[config.mk]
export PLATFORM = sky130hd
export DESIGN_NAME = square_drawer_flat
export DESIGN_NICKNAME = d
export VERILOG_FILES = /design/src/rtl/square_drawer_if.sv /design/src/rtl/square_drawer.sv /design/src/flat_wrapper.sv
export SDC_FILE = /design/constraint.sdc
export NUM_CORES = 1
export LEC_CHECK = 0
export ABC_AREA = 1
export CORE_MARGIN = 2
export CORE_UTILIZATION = 45
export CTS_BUF_LIST = sky130_fd_sc_hd__clkbuf_16
export DETAILED_ROUTE_END_ITERATION = 10
export GPL_TIMING_DRIVEN = 0
export PLACE_DENSITY = 0.66
export SETUP_SLACK_MARGIN = 0.4
export SLEW_MARGIN = 20
export SYNTH_ARGS = -nofsm -noshare
export SYNTH_HDL_FRONTEND = slang
export SYNTH_SLANG_ARGS = --single-unit
[constraint.sdc]
create_clock -name clk -period 3.7 [get_ports clk]
set_input_delay 0.37 -clock clk [delete_from_list [all_inputs] [get_ports clk]]
set_output_delay 0.37 -clock clk [all_outputs]
set_load 0.1 [all_outputs]
[src/rtl/square_drawer_if.sv]
// Square-drawer handshake bundle.
//   start/x_loc/y_loc : move request from the square-location picker.
//   wr_ready          : frame-buffer writer accepts the current pixel write.
//   wr_en/pixel_*     : one pixel write per cycle towards the frame buffer.
//   busy/done         : draw status back to the game controller.
// The master modport is the surrounding system (picker + frame buffer); the
// slave modport is the drawer itself.
interface square_drawer_if;
  logic        start;
  logic [10:0] x_loc;
  logic [10:0] y_loc;
  logic        wr_ready;
  logic        wr_en;
  logic [10:0] pixel_x;
  logic [10:0] pixel_y;
  logic        pixel_color;
  logic        busy;
  logic        done;

  modport master (
    output start, x_loc, y_loc, wr_ready,
    input  wr_en, pixel_x, pixel_y, pixel_color, busy, done
  );

  modport slave (
    input  start, x_loc, y_loc, wr_ready,
    output wr_en, pixel_x, pixel_y, pixel_color, busy, done
  );
endinterface

[src/rtl/square_drawer.sv]
// Square drawer: on an accepted start, erases the previously drawn SIZE x SIZE
// square (background writes) and draws the new one (foreground writes), one
// pixel per cycle, row-major, clipping anything outside the visible screen.
// Ports:
//   clk   : system clock.
//   reset : asynchronous active-low reset.
//   sq    : square_drawer_if.slave (start/x_loc/y_loc in, wr_ready in,
//           wr_en/pixel_x/pixel_y/pixel_color/busy/done out, all registered).
module square_drawer #(
  parameter int unsigned SIZE     = 20,
  parameter int unsigned SCREEN_W = 640,
  parameter int unsigned SCREEN_H = 480
) (
  input logic            clk,
  input logic            reset,
  square_drawer_if.slave sq
);

  localparam int unsigned CW = 6;
  localparam logic [CW-1:0] LastIdx = CW'(SIZE - 1);
  localparam logic [11:0]   ScrW    = 12'(SCREEN_W);
  localparam logic [11:0]   ScrH    = 12'(SCREEN_H);

  typedef enum logic [1:0] {StIdle, StErase, StDraw, StFin} state_e;

  state_e          state_q, state_d;
  logic            have_prev_q, have_prev_d;
  logic [10:0]     prev_x_q, prev_x_d, prev_y_q, prev_y_d;
  logic [10:0]     new_x_q, new_x_d, new_y_q, new_y_d;
  // col/row name the next slot to present; last_q marks that the final slot
  // of the phase is the one currently on the outputs.
  logic [CW-1:0]   col_q, col_d, row_q, row_d;
  logic            last_q, last_d;
  logic            wr_en_q, wr_en_d;
  logic [10:0]     px_q, px_d, py_q, py_d;
  logic            color_q, color_d;
  logic            busy_q, busy_d;
  logic            done_q, done_d;

  // Slot presentation datapath
  logic            pres_draw;
  logic [CW-1:0]   pres_col, pres_row;
  logic [10:0]     base_x, base_y;
  logic [11:0]     sum_x, sum_y;
  logic            in_range;
  logic            slot_free;
  logic            erase_end;

  always_comb begin
    // At the end of the erase phase the first draw slot is presented straight
    // away so the phases run back to back without a bubble.
    erase_end = (state_q == StErase) && last_q;
    pres_draw = (state_q == StDraw) || erase_end;
    pres_col  = erase_end ? '0 : col_q;
    pres_row  = erase_end ? '0 : row_q;
    base_x    = pres_draw ? new_x_q : prev_x_q;
    base_y    = pres_draw ? new_y_q : prev_y_q;
    // 12-bit sums: a square hanging off the far edge never wraps back on screen
    sum_x     = {1'b0, base_x} + 12'(pres_col);
    sum_y     = {1'b0, base_y} + 12'(pres_row);
    in_range  = (sum_x < ScrW) && (sum_y < ScrH);
    // A clipped slot has wr_en low, so it always moves on after one cycle.
    slot_free = !wr_en_q || sq.wr_ready;
  end

  always_comb begin
    state_d     = state_q;
    have_prev_d = have_prev_q;
    prev_x_d    = prev_x_q;
    prev_y_d    = prev_y_q;
    new_x_d     = new_x_q;
    new_y_d     = new_y_q;
    col_d       = col_q;
    row_d       = row_q;
    last_d      = last_q;
    wr_en_d     = wr_en_q;
    px_d        = px_q;
    py_d        = py_q;
    color_d     = color_q;
    busy_d      = busy_q;
    done_d      = 1'b0;

    unique case (state_q)
      StIdle: begin
        // done_q high means we are in the cycle of the done pulse: ignore start
        if (sq.start && !done_q) begin
          new_x_d = sq.x_loc;
          new_y_d = sq.y_loc;
          col_d   = '0;
          row_d   = '0;
          last_d  = 1'b0;
          busy_d  = 1'b1;
          state_d = have_prev_q ? StErase : StDraw;
        end
      end
      StErase, StDraw: begin
        if (slot_free) begin
          if (last_q && (state_q == StDraw)) begin
            wr_en_d = 1'b0;
            state_d = StFin;
          end else begin
            if (erase_end) begin
              state_d = StDraw;
            end
            wr_en_d = in_range;
            color_d = pres_draw;
            // Clipped slots leave the coordinate outputs untouched
            if (in_range) begin
              px_d = sum_x[10:0];
              py_d = sum_y[10:0];
            end
            last_d = (pres_col == LastIdx) && (pres_row == LastIdx);
            if (pres_col == LastIdx) begin
              col_d = '0;
              row_d = pres_row + 1'b1;
            end else begin
              col_d = pres_col + 1'b1;
              row_d = pres_row;
            end
          end
        end
      end
      StFin: begin
        wr_en_d     = 1'b0;
        done_d      = 1'b1;
        busy_d      = 1'b0;
        prev_x_d    = new_x_q;
        prev_y_d    = new_y_q;
        have_prev_d = 1'b1;
        state_d     = StIdle;
      end
    endcase
  end

  always_ff @(posedge clk or negedge reset) begin
    if (!reset) begin
      state_q     <= StIdle;
      have_prev_q <= 1'b0;
      prev_x_q    <= '0;
      prev_y_q    <= '0;
      new_x_q     <= '0;
      new_y_q     <= '0;
      col_q       <= '0;
      row_q       <= '0;
      last_q      <= 1'b0;
      wr_en_q     <= 1'b0;
      px_q        <= '0;
      py_q        <= '0;
      color_q     <= 1'b0;
      busy_q      <= 1'b0;
      done_q      <= 1'b0;
    end else begin
      state_q     <= state_d;
      have_prev_q <= have_prev_d;
      prev_x_q    <= prev_x_d;
      prev_y_q    <= prev_y_d;
      new_x_q     <= new_x_d;
      new_y_q     <= new_y_d;
      col_q       <= col_d;
      row_q       <= row_d;
      last_q      <= last_d;
      wr_en_q     <= wr_en_d;
      px_q        <= px_d;
      py_q        <= py_d;
      color_q     <= color_d;
      busy_q      <= busy_d;
      done_q      <= done_d;
    end
  end

  assign sq.wr_en       = wr_en_q;
  assign sq.pixel_x     = px_q;
  assign sq.pixel_y     = py_q;
  assign sq.pixel_color = color_q;
  assign sq.busy        = busy_q;
  assign sq.done        = done_q;

endmodule

[src/flat_wrapper.sv]
// flat-port wrapper written by rule: the top's interface ports become plain ports
module square_drawer_flat 
#(
  parameter int unsigned SIZE     = 20,
  parameter int unsigned SCREEN_W = 640,
  parameter int unsigned SCREEN_H = 480
)
  (clk, reset, sq_start, sq_x_loc, sq_y_loc, sq_wr_ready, sq_wr_en, sq_pixel_x, sq_pixel_y, sq_pixel_color, sq_busy, sq_done);
  square_drawer_if sq_i ();
  input logic clk;
  input logic reset;
  input wire logic [$bits(sq_i.start)-1:0] sq_start;
  input wire logic [$bits(sq_i.x_loc)-1:0] sq_x_loc;
  input wire logic [$bits(sq_i.y_loc)-1:0] sq_y_loc;
  input wire logic [$bits(sq_i.wr_ready)-1:0] sq_wr_ready;
  output wire logic [$bits(sq_i.wr_en)-1:0] sq_wr_en;
  output wire logic [$bits(sq_i.pixel_x)-1:0] sq_pixel_x;
  output wire logic [$bits(sq_i.pixel_y)-1:0] sq_pixel_y;
  output wire logic [$bits(sq_i.pixel_color)-1:0] sq_pixel_color;
  output wire logic [$bits(sq_i.busy)-1:0] sq_busy;
  output wire logic [$bits(sq_i.done)-1:0] sq_done;
  assign sq_i.start = sq_start;
  assign sq_i.x_loc = sq_x_loc;
  assign sq_i.y_loc = sq_y_loc;
  assign sq_i.wr_ready = sq_wr_ready;
  assign sq_wr_en = sq_i.wr_en;
  assign sq_pixel_x = sq_i.pixel_x;
  assign sq_pixel_y = sq_i.pixel_y;
  assign sq_pixel_color = sq_i.pixel_color;
  assign sq_busy = sq_i.busy;
  assign sq_done = sq_i.done;
  square_drawer #(.SIZE(SIZE), .SCREEN_W(SCREEN_W), .SCREEN_H(SCREEN_H)) u_core (.clk(clk), .reset(reset), .sq(sq_i));
endmodule
==> impl_metrics.xml, run 1 <==
<?xml version="1.0" encoding="UTF-8"?>
<metrics>
  <group name="run_status">
    <metric name="run_status" unit="">finished, final reports clean</metric>
  </group>
  <group name="run">
    <metric name="cap_violations" unit="">0</metric>
  </group>
  <group name="global_routing">
    <metric name="grt_overflow" unit="">0</metric>
    <metric name="initial_antenna_violation_count" unit="">0</metric>
    <metric name="grt_max_degree" unit="">51</metric>
    <metric name="grt_pass1_wl" unit="um">18200</metric>
    <metric name="globalRouteTotalUtil" unit="%">20.5</metric>
    <metric name="via_count_of_the_first_global_routing_pass" unit="">3872</metric>
  </group>
  <group name="floorplanning">
    <metric name="chipHeight" unit="um">106</metric>
    <metric name="die_width" unit="um">106</metric>
    <metric name="core.rowCount" unit="">37</metric>
    <metric name="dieArea" unit="mm2">0.0113</metric>
    <metric name="fp.coreArea" unit="mm2">0.0103</metric>
    <metric name="initial_core_util" unit="%">45.9</metric>
    <metric name="top_level_pins" unit="">52</metric>
  </group>
  <group name="layout">
    <metric name="antenna_cells" unit="">0</metric>
    <metric name="areaGrowthSynthToFinish" unit="%">29.7</metric>
    <metric name="final_design_area_no_fill" unit="mm2">0.00612</metric>
    <metric name="finish.cell_count_without_fillers" unit="">800</metric>
    <metric name="drive_above_1_share" unit="%">17.0</metric>
    <metric name="final_cell_mix" unit="">sky130_fd_sc_hd__nand2_1 (152), sky130_fd_sc_hd__dfrtp_1 (86), sky130_fd_sc_hd__inv_1 (77), sky130_fd_sc_hd__clkdlybuf4s50_1 (50), sky130_fd_sc_hd__nand3_1 (48)</metric>
    <metric name="finish.net_count" unit="">705</metric>
    <metric name="mostFrequentLayoutCell" unit="">sky130_fd_sc_hd__nand2_1</metric>
    <metric name="final_core_util" unit="%">59.6</metric>
  </group>
  <group name="worst_setup_path">
    <metric name="crit_required" unit="ps">3930</metric>
    <metric name="r2r_start" unit="">u_core.state_q[0]</metric>
    <metric name="worst-path-max-fanout" unit="">10</metric>
    <metric name="regToRegSetupSlack" unit="ps">520</metric>
    <metric name="worst_r2r_path_depth" unit="">19</metric>
    <metric name="crit_path_start_kind" unit="">register</metric>
    <metric name="rr_endpoint" unit="">u_core.sq.pixel_x[8]</metric>
    <metric name="worstSetupPathType" unit="">reg -&gt; reg</metric>
    <metric name="crit_arrival" unit="ps">3410</metric>
    <metric name="end_kind" unit="">register</metric>
  </group>
  <group name="sta">
    <metric name="fmax" unit="GHz">0.315</metric>
    <metric name="setup_ws" unit="ps">525</metric>
    <metric name="timing.setup.tns" unit="ps">0</metric>
    <metric name="report.final.setup_viol" unit="">0</metric>
    <metric name="hold_ws" unit="ps">47.8</metric>
    <metric name="relSlewSlack" unit="%">35.1</metric>
    <metric name="fin_skew" unit="ps">8.81</metric>
    <metric name="grt_setup_unrepaired" unit="">false</metric>
    <metric name="final_max_tran_viols" unit="">0</metric>
    <metric name="min_cycle_time_layout" unit="ps">3180</metric>
    <metric name="hold_viol_final" unit="">0</metric>
    <metric name="worst-slew-pin-transition" unit="ps">971</metric>
    <metric name="timing.final.crit_share" unit="%">85.8</metric>
  </group>
  <group name="cts">
    <metric name="cts.reportedPaths.clkPinSlew" unit="ps">70</metric>
    <metric name="clock_tree.root_cell" unit="">sky130_fd_sc_hd__clkbuf_16</metric>
    <metric name="clk-insertion-delay-late" unit="ps">340</metric>
    <metric name="cts_num_sinks" unit="">86</metric>
    <metric name="post_cts_hold_buffer_count" unit="">0</metric>
    <metric name="numCtsBuffers" unit="">9</metric>
    <metric name="cts.path.max_buffers" unit="">2</metric>
    <metric name="htree_levels" unit="">3</metric>
    <metric name="tritoncts_clock_tree" unit="">built</metric>
  </group>
  <group name="routing">
    <metric name="wl_per_cell" unit="um">13.7</metric>
    <metric name="routed_wl" unit="um">11000</metric>
    <metric name="drtAntennaViolNets" unit="">0</metric>
    <metric name="detail_route.drc_violations" unit="">0</metric>
    <metric name="via_count" unit="">4062</metric>
    <metric name="detailedRoute.firstIterationViolations" unit="">148</metric>
    <metric name="vias_per_cell" unit="">5.08</metric>
    <metric name="first_pass_drt_iterations" unit="">6</metric>
  </group>
  <group name="synthesis">
    <metric name="ys_types" unit="">38</metric>
    <metric name="post_synth_instance_area" unit="mm2">0.00472</metric>
    <metric name="mappedNetlistNets" unit="">625</metric>
    <metric name="synthesis.instances" unit="">579</metric>
    <metric name="yosys_register_bits" unit="">86</metric>
    <metric name="synthesis.area_per_instance" unit="um2">8.16</metric>
    <metric name="synth-seq-area-share" unit="%">45.6</metric>
    <metric name="yosys_warnings" unit="">0</metric>
  </group>
  <group name="placement">
    <metric name="globalplace.congestion" unit="">0.860</metric>
    <metric name="dp_hpwl" unit="um">7890</metric>
    <metric name="postPlaceCellArea" unit="mm2">0.00542</metric>
    <metric name="io_buffer_count" unit="">51</metric>
    <metric name="dpl_worst_slack" unit="ps">-367</metric>
    <metric name="placedCellCount" unit="">767</metric>
  </group>
  <group name="power_and_ir_drop">
    <metric name="power.ir.vdd_worst" unit="uV">551</metric>
    <metric name="power" unit="mW">6.14</metric>
    <metric name="power_leakage" unit="nW">2.92</metric>
    <metric name="p_per_area" unit="mW/mm2">1000</metric>
  </group>
  <group name="hold_path">
    <metric name="worst_hold_path_type" unit="">in -&gt; async</metric>
  </group>
</metrics>
cell families (layout without fill, tap and decap cells):
logic type / count (synthesis) / after routing / synth area share [%]
buffers and inverters: 100 / 185 / 8.53
XOR/XNOR: 13 / 13 / 2.41
adder cells (fa/ha/maj): 20 / 20 / 5.62
flip-flops: 86 / 86 / 45.6
multiplexers: 19 / 19 / 4.53
AO/OA/AOI/OAI: 80 / 80 / 9.62
AND/OR/NAND/NOR: 261 / 261 / 23.7
synth_stat cells:
| cell type | instances | area (um2) |
|---|---|---|
| sky130_fd_sc_hd__o21ai_0 | 43 | 215 |
| sky130_fd_sc_hd__inv_1 | 79 | 297 |
| sky130_fd_sc_hd__nand2_4 | 2 | 22.5 |
| sky130_fd_sc_hd__a21o_1 | 1 | 7.51 |
| sky130_fd_sc_hd__mux2_2 | 19 | 214 |
| sky130_fd_sc_hd__nand2_2 | 5 | 31.3 |
| sky130_fd_sc_hd__or2_2 | 2 | 12.5 |
| sky130_fd_sc_hd__nor2_2 | 2 | 12.5 |
| sky130_fd_sc_hd__nor2_4 | 1 | 11.3 |
| sky130_fd_sc_hd__nand3_1 | 50 | 250 |
| sky130_fd_sc_hd__o21bai_1 | 2 | 15.0 |
| sky130_fd_sc_hd__o22ai_1 | 9 | 56.3 |
| sky130_fd_sc_hd__buf_1 | 1 | 3.75 |
| sky130_fd_sc_hd__buf_4 | 2 | 15.0 |
| sky130_fd_sc_hd__nand4_1 | 7 | 43.8 |
| sky130_fd_sc_hd__dfrtp_1 | 86 | 2150 |
| sky130_fd_sc_hd__o32ai_1 | 1 | 8.76 |
| sky130_fd_sc_hd__nor4_1 | 3 | 18.8 |
| sky130_fd_sc_hd__inv_2 | 2 | 7.51 |
| sky130_fd_sc_hd__a21oi_1 | 11 | 55.1 |
| sky130_fd_sc_hd__a311oi_1 | 1 | 8.76 |
| sky130_fd_sc_hd__a22oi_1 | 1 | 7.51 |
| sky130_fd_sc_hd__a31oi_1 | 3 | 18.8 |
| sky130_fd_sc_hd__and3_1 | 1 | 6.26 |
| sky130_fd_sc_hd__fa_1 | 2 | 40.0 |
| sky130_fd_sc_hd__clkbuf_1 | 10 | 37.5 |
| sky130_fd_sc_hd__xor2_1 | 8 | 70.1 |
| sky130_fd_sc_hd__o21ai_1 | 1 | 5.00 |
| sky130_fd_sc_hd__nor2_1 | 31 | 116 |
| sky130_fd_sc_hd__o21ai_2 | 3 | 26.3 |
| sky130_fd_sc_hd__xnor2_1 | 5 | 43.8 |
| sky130_fd_sc_hd__ha_1 | 18 | 225 |
| sky130_fd_sc_hd__a21boi_0 | 4 | 30.0 |
| sky130_fd_sc_hd__nor3_1 | 2 | 10.0 |
| sky130_fd_sc_hd__and2_1 | 1 | 6.26 |
| sky130_fd_sc_hd__buf_2 | 4 | 20.0 |
| sky130_fd_sc_hd__buf_6 | 2 | 22.5 |
| sky130_fd_sc_hd__nand2_1 | 154 | 578 |
sequential cells by signal, summed over array words and instances, names as in the netlist:
name,cells
u_core.sq.pixel_color,1
u_core.new_y_q,11
u_core.sq.pixel_x,11
u_core.sq.done,1
u_core.sq.busy,1
u_core.sq.pixel_y,11
u_core.have_prev_q,1
u_core.prev_x_q,11
u_core.col_q,6
u_core.state_q,2
u_core.row_q,6
u_core.sq.wr_en,1
u_core.prev_y_q,11
u_core.last_q,1
u_core.new_x_q,11
area by class of cell:
type | instances | area (um2)
Clock inverter | 7 | 53.8
Fill cell | 947 | 4150
Buffer | 19 | 154
Inverter | 81 | 308
Timing Repair Buffer | 69 | 686
Sequential cell | 86 | 2150
Clock buffer | 9 | 225
Tap cell | 136 | 170
Multi-Input combinational cell | 393 | 2380
power by group:
part / leakage [nW] / switching, mW / internal (mW) / total, mW
Sequential: 1.08 / 0.213 / 1.34 / 1.56
Combinational: 1.72 / 2.43 / 1.30 / 3.73
Clock: 0.130 / 0.393 / 0.461 / 0.854
critical path, cell delays in order, from the launching register on:
cell	delay [ps]
sky130_fd_sc_hd__dfrtp_1	420
sky130_fd_sc_hd__ha_1	220
sky130_fd_sc_hd__nand2_2	120
sky130_fd_sc_hd__buf_8	130
sky130_fd_sc_hd__clkinvlp_4	150
sky130_fd_sc_hd__clkbuf_16	200
sky130_fd_sc_hd__nor2_4	140
sky130_fd_sc_hd__ha_4	140
sky130_fd_sc_hd__inv_1	50
sky130_fd_sc_hd__fa_2	360
sky130_fd_sc_hd__or2_4	270
sky130_fd_sc_hd__nand3_4	90
sky130_fd_sc_hd__nand3_1	90
sky130_fd_sc_hd__nand2_1	100
sky130_fd_sc_hd__nand3_2	100
sky130_fd_sc_hd__nor2_4	160
sky130_fd_sc_hd__nand2_4	80
sky130_fd_sc_hd__buf_6	140
sky130_fd_sc_hd__nand2_1	50
sky130_fd_sc_hd__nand2_1	60
worst max path at each step:
stage	startpoint	end	slack, ps	cells after the start
after floorplan	u_core.state_q[0]	u_core.sq.pixel_x[3]	420	20
after global placement	reset	u_core.sq.pixel_y[7]	-790	1
after detailed placement	u_core.state_q[0]	u_core.sq.pixel_x[8]	-370	20
after CTS	u_core.state_q[1]	u_core.sq.pixel_x[8]	440	22
after global routing	u_core.state_q[0]	u_core.sq.pixel_x[3]	360	19
final	u_core.state_q[0]	u_core.sq.pixel_x[8]	520	19
timing repair:
action / 4_1_cts / 5_1_grt
buffers inserted: 8 / 8
pin swaps: 5 / 8
endpoints found under the setup margin: 23 / 23
resized for setup: 32 / 42
cloned: 0 / 1
routing by layer:
| metal | track usage, % | share of wire, % | vias to the layer above |
|---|---|---|---|
| li1 | - | - | 2026 |
| met1 | 28.4 | 46 | 1921 |
| met2 | 32.1 | 47 | 95 |
| met3 | 3.49 | 4.5 | 20 |
| met4 | 7.79 | 2.4 | 0 |
| met5 | 0 | 0 | - |
No activity file was read; power rests on OpenSTA's default activity.
==> run 2: changes to the inputs <==
--- a/config.mk
+++ b/config.mk
@@ -7,13 +7,15 @@
 export LEC_CHECK = 0
 export ABC_AREA = 1
 export CORE_MARGIN = 2
-export CORE_UTILIZATION = 45
+export CORE_UTILIZATION = 53
 export CTS_BUF_LIST = sky130_fd_sc_hd__clkbuf_16
+export CTS_CLUSTER_DIAMETER = 100
 export DETAILED_ROUTE_END_ITERATION = 10
 export GPL_TIMING_DRIVEN = 0
-export PLACE_DENSITY = 0.66
+export PLACE_DENSITY = 0.76
 export SETUP_SLACK_MARGIN = 0.4
 export SLEW_MARGIN = 20
 export SYNTH_ARGS = -nofsm -noshare
 export SYNTH_HDL_FRONTEND = slang
 export SYNTH_SLANG_ARGS = --single-unit
+export TNS_END_PERCENT = 50
==> impl_metrics.xml, run 2 (synthesized netlist as in run 1, its figures left out) <==
<?xml version="1.0" encoding="UTF-8"?>
<metrics>
  <group name="global_routing">
    <metric name="globalRouteTotalUtil" unit="%">23.9</metric>
    <metric name="gr-usage-met3" unit="%">3.72</metric>
    <metric name="grt_max_degree" unit="">59</metric>
    <metric name="via_count_of_the_first_global_routing_pass" unit="">3956</metric>
    <metric name="grt_overflow" unit="">0</metric>
    <metric name="global_route.peak_usage_layer" unit="">met2</metric>
    <metric name="global_route.usage.met1" unit="%">31.7</metric>
    <metric name="initial_antenna_violation_count" unit="">0</metric>
    <metric name="grt.met2_usage" unit="%">41.1</metric>
    <metric name="grt_pass1_wl" unit="um">18700</metric>
  </group>
  <group name="worst_setup_path">
    <metric name="end_kind" unit="">register</metric>
    <metric name="regToRegSetupSlack" unit="ps">520</metric>
    <metric name="r2r_start" unit="">u_core.state_q[0]</metric>
    <metric name="worstSetupPathType" unit="">reg -&gt; reg</metric>
    <metric name="crit_arrival" unit="ps">3430</metric>
    <metric name="crit_required" unit="ps">3950</metric>
    <metric name="crit_path_start" unit="">u_core.state_q[0]</metric>
    <metric name="crit_path_start_kind" unit="">register</metric>
    <metric name="crit_path_end" unit="">u_core.sq.pixel_y[9]</metric>
    <metric name="rr_endpoint" unit="">u_core.sq.pixel_y[9]</metric>
    <metric name="worst_r2r_path_depth" unit="">21</metric>
    <metric name="worst-path-max-fanout" unit="">10</metric>
  </group>
  <group name="power_and_ir_drop">
    <metric name="clock_power_share" unit="%">16.1</metric>
    <metric name="power.sequential.fraction" unit="%">24.3</metric>
    <metric name="power.ir.vdd_worst" unit="uV">639</metric>
    <metric name="power_leakage" unit="nW">3.03</metric>
    <metric name="power" unit="mW">6.48</metric>
    <metric name="total_switching_power" unit="mW">3.10</metric>
    <metric name="p_per_area" unit="mW/mm2">1040</metric>
    <metric name="p_comb_share" unit="%">59.6</metric>
    <metric name="intPower" unit="mW">3.38</metric>
    <metric name="p_sw_share" unit="%">47.8</metric>
  </group>
  <group name="layout">
    <metric name="finish.net_count" unit="">716</metric>
    <metric name="finish.cell_count_without_fillers" unit="">783</metric>
    <metric name="drive_above_1_share" unit="%">18.4</metric>
    <metric name="final_cell_mix" unit="">sky130_fd_sc_hd__nand2_1 (151), sky130_fd_sc_hd__dfrtp_1 (85), sky130_fd_sc_hd__inv_1 (78), sky130_fd_sc_hd__clkdlybuf4s50_1 (50), sky130_fd_sc_hd__nand3_1 (47)</metric>
    <metric name="areaGrowthSynthToFinish" unit="%">32.1</metric>
    <metric name="antenna_cells" unit="">0</metric>
    <metric name="mostFrequentLayoutCell" unit="">sky130_fd_sc_hd__nand2_1</metric>
  </group>
  <group name="placement">
    <metric name="globalplace.congestion" unit="">0.927</metric>
    <metric name="io_buffer_count" unit="">51</metric>
    <metric name="dp_hpwl" unit="um">8030</metric>
    <metric name="placedCellCount" unit="">739</metric>
  </group>
  <group name="sta">
    <metric name="report.final.setup_viol" unit="">0</metric>
    <metric name="fmax" unit="GHz">0.315</metric>
    <metric name="final_max_tran_viols" unit="">0</metric>
    <metric name="relSlewSlack" unit="%">34.8</metric>
    <metric name="worst-slew-pin-transition" unit="ps">975</metric>
    <metric name="fin_skew" unit="ps">9.51</metric>
    <metric name="hold_ws" unit="ps">468</metric>
    <metric name="grt_setup_unrepaired" unit="">false</metric>
    <metric name="min_cycle_time_layout" unit="ps">3180</metric>
    <metric name="timing.final.crit_share" unit="%">85.9</metric>
    <metric name="hold_viol_final" unit="">0</metric>
  </group>
  <group name="routing">
    <metric name="detailedRoute.firstIterationViolations" unit="">330</metric>
    <metric name="drtAntennaViolNets" unit="">0</metric>
    <metric name="first_pass_drt_iterations" unit="">5</metric>
    <metric name="vias_per_cell" unit="">5.49</metric>
    <metric name="via_count" unit="">4296</metric>
    <metric name="detail_route.drc_violations" unit="">0</metric>
    <metric name="wl_per_cell" unit="um">14.9</metric>
    <metric name="routed_wl" unit="um">11700</metric>
  </group>
  <group name="cts">
    <metric name="cts.path.max_buffers" unit="">2</metric>
    <metric name="clk-insertion-delay-late" unit="ps">340</metric>
    <metric name="tritoncts_clock_tree" unit="">built</metric>
    <metric name="clock_tree.root_cell" unit="">sky130_fd_sc_hd__clkbuf_16</metric>
    <metric name="numCtsBuffers" unit="">9</metric>
    <metric name="htree_levels" unit="">3</metric>
    <metric name="cts_num_sinks" unit="">86</metric>
    <metric name="cts.reportedPaths.clkPinSlew" unit="ps">60</metric>
  </group>
  <group name="hold_path">
    <metric name="worst_hold_path_type" unit="">reg -&gt; reg</metric>
    <metric name="holdCritStartpoint" unit="">u_core.sq.pixel_x[6]</metric>
  </group>
  <group name="floorplanning">
    <metric name="initial_core_util" unit="%">54.4</metric>
    <metric name="fp.coreArea" unit="mm2">0.00868</metric>
    <metric name="dieArea" unit="mm2">0.00968</metric>
    <metric name="chipHeight" unit="um">98.4</metric>
    <metric name="die_width" unit="um">98.4</metric>
    <metric name="top_level_pins" unit="">52</metric>
    <metric name="core.rowCount" unit="">34</metric>
  </group>
  <group name="run_status">
    <metric name="run_status" unit="">finished, final reports clean</metric>
  </group>
  <group name="run">
    <metric name="cap_violations" unit="">0</metric>
  </group>
</metrics>
## run 2: cell count changes in the layout (fill, tap and decap cells not counted), sizes merged
cell,delta
clkinvlp,-1
buf,+10
bufinv,+3
dlygate4sd3,+1
clkinv,-2
## run 2: how the worst min path moves through the flow
stage	to	cells past startpoint
after floorplan	u_core.col_q[0]	0
after global placement	u_core.prev_y_q[7]	2
after detailed placement	u_core.col_q[4]	1
after CTS	u_core.sq.pixel_x[6]	2
after global routing	u_core.have_prev_q	1
final	u_core.sq.pixel_x[6]	2
## run 2: repair_timing
| item | in CTS | in global routing |
|---|---|---|
| gates cloned | 0 | 2 |
| pin swaps | 6 | 12 |
| hold endpoints to repair | 28 | 0 |
| buffers inserted | 12 | 13 |
| hold buffers | 1 | 0 |
| gates resized for setup | 27 | 54 |
| endpoints found under the setup margin | 23 | 23 |
## run 2: routing by layer
metal / part of all wire, % / vias up / wire (um)
li1: - / 2048 / -
met1: 43 / 2064 / 5020
met2: 49 / 153 / 5720
met3: 5.3 / 31 / 618
met4: 2.7 / 0 / 313
met5: 0 / - / 0
## run 2: final cells by class
type	count	area, um2
inverter	81	308
sequential	86	2150
tap	108	135
clock inverter	7	121
timing repair buffer	80	782
clock buffer	9	225
multi-input combinational	393	2350
fill	666	2440
buffer	19	158
## run 2: power by group through the flow
stage / Sequential (mW) / Clock [mW] / Combinational [mW]
after CTS: 1.56 / 1.06 / 3.51
after floorplan: 2.21 / 0 / 1.83
after global routing: 1.62 / 1.10 / 4.20
final: 1.57 / 1.05 / 3.86
after global placement: 1.55 / 0 / 3.19
after detailed placement: 1.58 / 0 / 3.28
## run 2: through the flow
step / setup TNS (ps) / utilization [%] / area (um2) / setup slack (ps)
after floorplan: 0 / - / 4720 / 423
after global placement: -68550 / 61.9 / 5370 / -755
after detailed placement: -5510 / 62.2 / 5390 / -297
after CTS: 0 / 68.4 / 5940 / 427
after global routing: 0 / 71.9 / 6240 / 348
final: 0 / 71.9 / 6240 / 523
## run 2: worst max-delay path: stages, from the launching register on
cell                       delay (ps)
sky130_fd_sc_hd__dfrtp_2          420
sky130_fd_sc_hd__inv_1             80
sky130_fd_sc_hd__ha_2             190
sky130_fd_sc_hd__inv_2             70
sky130_fd_sc_hd__nand2_4           50
sky130_fd_sc_hd__buf_8            140
sky130_fd_sc_hd__buf_8            150
sky130_fd_sc_hd__o21ai_0          320
sky130_fd_sc_hd__ha_1             360
sky130_fd_sc_hd__nand2_1           90
sky130_fd_sc_hd__inv_1             60
sky130_fd_sc_hd__a21oi_2          170
sky130_fd_sc_hd__nand2_2           80
sky130_fd_sc_hd__nand2_1           90
sky130_fd_sc_hd__nand2_1           80
sky130_fd_sc_hd__nor2_1           100
sky130_fd_sc_hd__nand2_1           60
sky130_fd_sc_hd__nand3_1          100
sky130_fd_sc_hd__nor2_4            70
sky130_fd_sc_hd__buf_4            130
sky130_fd_sc_hd__buf_4            130
sky130_fd_sc_hd__a21boi_0         140
